==> src/rtl/controle_rodadas.sv <==
// controle_rodadas: round-sequencing controller for the memory game.
// Moore FSM that walks the play/round counters, strobes the button register,
// reads back the datapath comparison and reports win, error or timeout.
// Optional macro CONTROLE_TIMEOUT_EN builds the player-timeout counter; without
// it ESPERA waits forever and the FIM_TIMEOUT code decodes as an unused code.
module controle_rodadas #(
   parameter int TIMEOUT = 5000
) (
   input  logic       clock,
   input  logic       rst_n,
   input  logic       iniciar,
   input  logic       jogada,
   input  logic       igual,
   input  logic       fim_jogada,
   input  logic       fim_rodada,
   output logic       zera_jogada,
   output logic       conta_jogada,
   output logic       zera_rodada,
   output logic       conta_rodada,
   output logic       registra,
   output logic       pronto,
   output logic       acertou,
   output logic       errou,
   output logic       timeout,
   output logic [3:0] estado
);

   typedef enum logic [3:0] {
      INICIAL       = 4'h0,
      PREPARA       = 4'h1,
      INICIO_RODADA = 4'h2,
      ESPERA        = 4'h3,
      REGISTRA      = 4'h4,
      COMPARA       = 4'h5,
      PROX_JOGADA   = 4'h6,
      PROX_RODADA   = 4'h7,
      FIM_ACERTO    = 4'hA,
      FIM_TIMEOUT   = 4'hD,
      FIM_ERRO      = 4'hE
   } estado_t;

   estado_t atual, proximo;
   logic    fim_tempo;

   // A counter of $clog2(TIMEOUT) bits needs at least two cycles of budget
   if (TIMEOUT < 2) begin : g_timeout_invalido
      $error("controle_rodadas: TIMEOUT must be at least 2");
   end

`ifdef CONTROLE_TIMEOUT_EN
   localparam int CW = $clog2(TIMEOUT);
   localparam logic [CW-1:0] LIMITE = CW'(TIMEOUT - 1);

   logic [CW-1:0] contagem;

   // Count cycles spent in ESPERA; cleared on every exit so it never wraps
   always_ff @(posedge clock or negedge rst_n) begin
      if (!rst_n)
         contagem <= '0;
      else if (atual == ESPERA && proximo == ESPERA)
         contagem <= contagem + CW'(1);
      else
         contagem <= '0;
   end

   // A press on the last allowed cycle beats the timeout
   assign fim_tempo = (atual == ESPERA) && (contagem == LIMITE) && !jogada;
`else
   assign fim_tempo = 1'b0;
`endif

   // State register
   always_ff @(posedge clock or negedge rst_n) begin
      if (!rst_n)
         atual <= INICIAL;
      else
         atual <= proximo;
   end

   // Next-state and Moore output decode
   always_comb begin
      proximo      = atual;
      zera_jogada  = 1'b0;
      conta_jogada = 1'b0;
      zera_rodada  = 1'b0;
      conta_rodada = 1'b0;
      registra     = 1'b0;
      pronto       = 1'b0;
      acertou      = 1'b0;
      errou        = 1'b0;
      timeout      = 1'b0;
      case (atual)
         INICIAL: if (iniciar) proximo = PREPARA;
         PREPARA: begin
            zera_jogada = 1'b1;
            zera_rodada = 1'b1;
            proximo     = INICIO_RODADA;
         end
         INICIO_RODADA: begin
            zera_jogada = 1'b1;
            proximo     = ESPERA;
         end
         ESPERA: begin
            if (jogada)         proximo = REGISTRA;
            else if (fim_tempo) proximo = FIM_TIMEOUT;
         end
         REGISTRA: begin
            registra = 1'b1;
            proximo  = COMPARA;
         end
         COMPARA: begin
            if (!igual)                      proximo = FIM_ERRO;
            else if (fim_jogada && fim_rodada) proximo = FIM_ACERTO;
            else if (fim_jogada)             proximo = PROX_RODADA;
            else                             proximo = PROX_JOGADA;
         end
         PROX_JOGADA: begin
            conta_jogada = 1'b1;
            proximo      = ESPERA;
         end
         PROX_RODADA: begin
            conta_rodada = 1'b1;
            proximo      = INICIO_RODADA;
         end
         FIM_ACERTO: begin
            pronto  = 1'b1;
            acertou = 1'b1;
            if (iniciar) proximo = PREPARA;
         end
`ifdef CONTROLE_TIMEOUT_EN
         FIM_TIMEOUT: begin
            pronto  = 1'b1;
            timeout = 1'b1;
            if (iniciar) proximo = PREPARA;
         end
`endif
         FIM_ERRO: begin
            pronto = 1'b1;
            errou  = 1'b1;
            if (iniciar) proximo = PREPARA;
         end
         default: proximo = INICIAL;
      endcase
   end

   assign estado = atual;

endmodule

==> config.mk <==
export PLATFORM = sky130hd
export DESIGN_NAME = controle_rodadas
export DESIGN_NICKNAME = d
export VERILOG_FILES = /design/src/rtl/controle_rodadas.sv
export SDC_FILE = /design/constraint.sdc
export NUM_CORES = 1
export LEC_CHECK = 0
export CAP_MARGIN = 20
export CORE_AREA = 4 4 41 43
export DETAILED_ROUTE_END_ITERATION = 7
export DIE_AREA = 0 0 45 47
export PLACE_DENSITY = 0.68
export SLEW_MARGIN = 20
export SYNTH_ARGS = -nofsm -noshare
export SYNTH_HDL_FRONTEND = slang
export SYNTH_SLANG_ARGS = --single-unit
==> constraint.sdc <==
create_clock -name clock -period 2.45 [get_ports clock]
set_input_delay 0.49 -clock clock [delete_from_list [all_inputs] [get_ports clock]]
set_output_delay 0.49 -clock clock [all_outputs]
set_load 0.01 [all_outputs]
==> results of run 1 <==
-- Yosys cell counts, drive strengths merged --
library cell and number:
nand2b 4, dfrtp 4, a311oi 1, nor3 4, conb 1, a211oi 1, o22ai 1, nand2 3
a31o 1, inv 2, or2 1, o21ai 2, a221oi 1, nor2 6, buf 5, nor2b 1
a21oi 1, a21boi 2, o32a 1, nand3b 1, nor3b 1, o32ai 1
-- through the flow --
step                total power, W  util (%)  hold slack [ns]  area (µm²)  worst slack (ns)
floorplan                 0.000353         -            0.194         365             0.864
global placement          0.000474      40.3            0.703         524             0.466
detailed placement        0.000475      40.3            0.714         524             0.434
CTS                       0.000563      42.0            0.461         547             0.176
global route              0.000604      42.0            0.477         547            0.0749
finish                    0.000552      42.0            0.461         547             0.214
-- metal layers --
layer  global-route usage [%]  share of wire (%)  vias to the layer above
met1                     12.6                 43                      165
met2                     15.5                 42                       19
met5                        0                  0                        -
li1                         -                  -                      188
met3                     3.45                 13                        2
met4                     7.02                1.8                        0
-- power groups by stage --
stage	clock [W]	combinational [W]	sequential, W
after CTS	0.0000869	0.000315	0.000161
after global routing	0.0000884	0.000344	0.000171
after detailed placement	0	0.000313	0.000162
after global placement	0	0.000314	0.000159
after floorplan	0	0.000237	0.000116
final	0.0000821	0.000310	0.000160
-- kinds of logic (layout without fill, tap and decap cells) --
| kind of cell | after synthesis | in the layout | share of synthesized area, % |
|---|---|---|---|
| flip-flops | 4 | 4 | 27.4 |
| buffers and inverters | 7 | 23 | 13.0 |
| other | 1 | 1 | 1.03 |
| AO/OA/AOI/OAI | 12 | 12 | 25.3 |
| AND/OR/NAND/NOR | 21 | 21 | 33.2 |
-- area by class of cell --
type                            instances  area [µm²]
Timing Repair Buffer                   18         180
Sequential cell                         4         100
Fill cell                             141         754
Tap cell                               15        18.8
Multi-Input combinational cell         34         218
Clock buffer                            3        22.5
Inverter                                2        7.51
-- final timing paths --
| check | startpoint | end | slack (ns) | depth (start not counted) |
|---|---|---|---|---|
| setup / recovery | estado[0]$_DFFE_PN0P_ | zera_jogada | 0.21 | 3 |
| hold / removal | rst_n | estado[0]$_DFFE_PN0P_ | 0.46 | 1 |
| setup reg to reg | estado[1]$_DFFE_PN0P_ | estado[0]$_DFFE_PN0P_ | 0.99 | 4 |
| hold reg to reg | estado[0]$_DFFE_PN0P_ | estado[1]$_DFFE_PN0P_ | 0.71 | 1 |
| max in group asynchronous | rst_n | estado[3]$_DFFE_PN0P_ | 1.82 | 1 |
| min in group clock | estado[0]$_DFFE_PN0P_ | estado[1]$_DFFE_PN0P_ | 0.71 | 1 |
==> reports/summary.md, run 1 <==
Run status
- **outcome** finished, final reports clean

Routing
- **total wirelength of the detailed-routed design** 941 µm
- **detailed-route DRC error count** 0
- **remaining antenna violation count after routing** 0
- **per-cell via count in the routed design** 4.92
- **1st-iter DRT viols** 3
- **DR WL/cell** 12.4 µm
- **router iterations before antenna repair** 2
- **total via count after detailed routing** 374

Pwr
- **portion of total power attributed to sequential cells** 29.0%
- **power spent charging and discharging nets** 0.000224 W
- **cell internal pwr** 0.000328 W
- **power share of the clock group** 14.9%
- **Comb power frac** 56.2%
- **worst voltage drop across the vdd grid** 0.000326 V
- **standby leakage power** 0.215 nW
- **Cell Pwr Density** 1010 mW/mm²
- **Sw Share** 40.5%

Finish
- **total number of nets in the final design** 70
- **Ant. Diodes** 0
- **Area Overhead vs Synth** 49.7%
- **most common cell after layout, fill and taps aside** sky130_fd_sc_hd__clkdlybuf4s50_1
- **most used cells in the layout excluding fill and tap cells** 18 x sky130_fd_sc_hd__clkdlybuf4s50_1, 6 x sky130_fd_sc_hd__nor2_1, 4 x sky130_fd_sc_hd__nor3_1, 4 x sky130_fd_sc_hd__dfrtp_1
- **fraction of final layout cells sized beyond drive strength 1** 11.5%
- **non-filler cells, final** 76
- **number of flip-flops under the largest register name** 4

Setup path
- **element type at the critical path end** primary output
- **data arrival at the endpoint of the critical path** 1.75 ns
- **CP max stage cell** sky130_fd_sc_hd__clkdlybuf4s50_1
- **delay of the slowest critical-path stage** 0.57 ns
- **buffering stage count on the worst path with inverters included** 1
- **largest driver fanout on the critical path** 10
- **critical path class** flip-flop to primary output
- **Worst Path Required** 1.96 ns
- **CP cell instances** nand2b_1, a211oi_1, clkdlybuf4s50_1
- **startpoint types** flip-flop
- **family with the most delay on the worst path** buffers and inverters

Floorplan
- **Die X** 45 µm
- **number of core rows** 13
- **starting density of the core** 28.1%
- **total core area** 0.00130 mm²
- **total die area** 0.00212 mm²
- **Die Ht** 47 µm
- **number of placed I/O pins** 20

Timing
- **Hold Vio Cnt, Final** 0
- **Fmax achieved** 447 MHz
- **setup repair after global routing missed its margin** no
- **final setup TNS** 0 ns
- **final critical-path share of the clock period** 91.3%
- **Final Max Tran Viols** 0
- **# setup viols final** 0
- **Setup Skew** 0.00202 ns
- **Final min period** 2.24 ns

Clocking
- **largest buffer count on any clock path** 2
- **count of buffers added by post-CTS timing repair for setup** 0
- **quantity of gates resized following cts** 0
- **TritonCTS clock tree** built
- **quantity of hold-fixing buffers added after cts** 0
- **clock tree root buffer cell** sky130_fd_sc_hd__clkbuf_4
- **clock-pin slew reported for the worst setup and hold paths after clock tree synthesis** 0.04 ns
- **clock latency on the worst-skew pair** 0.24 ns
- **H-tree depth** 1
- **clock buffer count from CTS** 3
- **CTS sink cnt** 4

Global route
- **wire length of the first global-routing pass** 1550 µm
- **Global Route Usage Sum** 10.4%
- **vias in the first global route** 362
- **antenna violations before repair** 0
- **maximum number of pins on one net before global-route repair** 12
- **grt total ovfl** 0

Synthesis
- **biggest area contributors in the synthesized netlist** sky130_fd_sc_hd__dfrtp_1 27%, sky130_fd_sc_hd__nand2b_4 7.5%, sky130_fd_sc_hd__buf_6 6.2%, sky130_fd_sc_hd__nor2_1 6.2%, sky130_fd_sc_hd__nor3_1 5.5%
- **post-synthesis instance area** 365 µm²
- **Yosys cell types** 26
- **FF+latch count, synth** 4
- **number of nets in the synthesized netlist** 52
- **fraction of synthesized cell area taken by the top area cell type** 27.4%
- **syn_area_per_cell** 8.12 µm²
- **library cell occupying the most area in the post-synthesis netlist** sky130_fd_sc_hd__dfrtp_1
- **sequential cell area fraction in the yosys report** 27.4%
- **Synth warnings** 0
- **Gate Count Post-Synth** 45

Hold path
- **min-delay worst type** primary input to asynchronous set/reset pin

Placed design
- **number of port buffers** 18
- **gpl congestion** 0.741
- **cell count after placement** 73
- **detailed placer's ending HPWL** 720 µm

Run
- **Max Cap Viol** 0

No activity file was read; power rests on OpenSTA's default activity.
==> run 2, diff against run 1 <==
TNS_END_PERCENT = 10   (was not set)
==> results of run 2 <==
The final DEF is identical to that of run 1; final timing and power are the same.
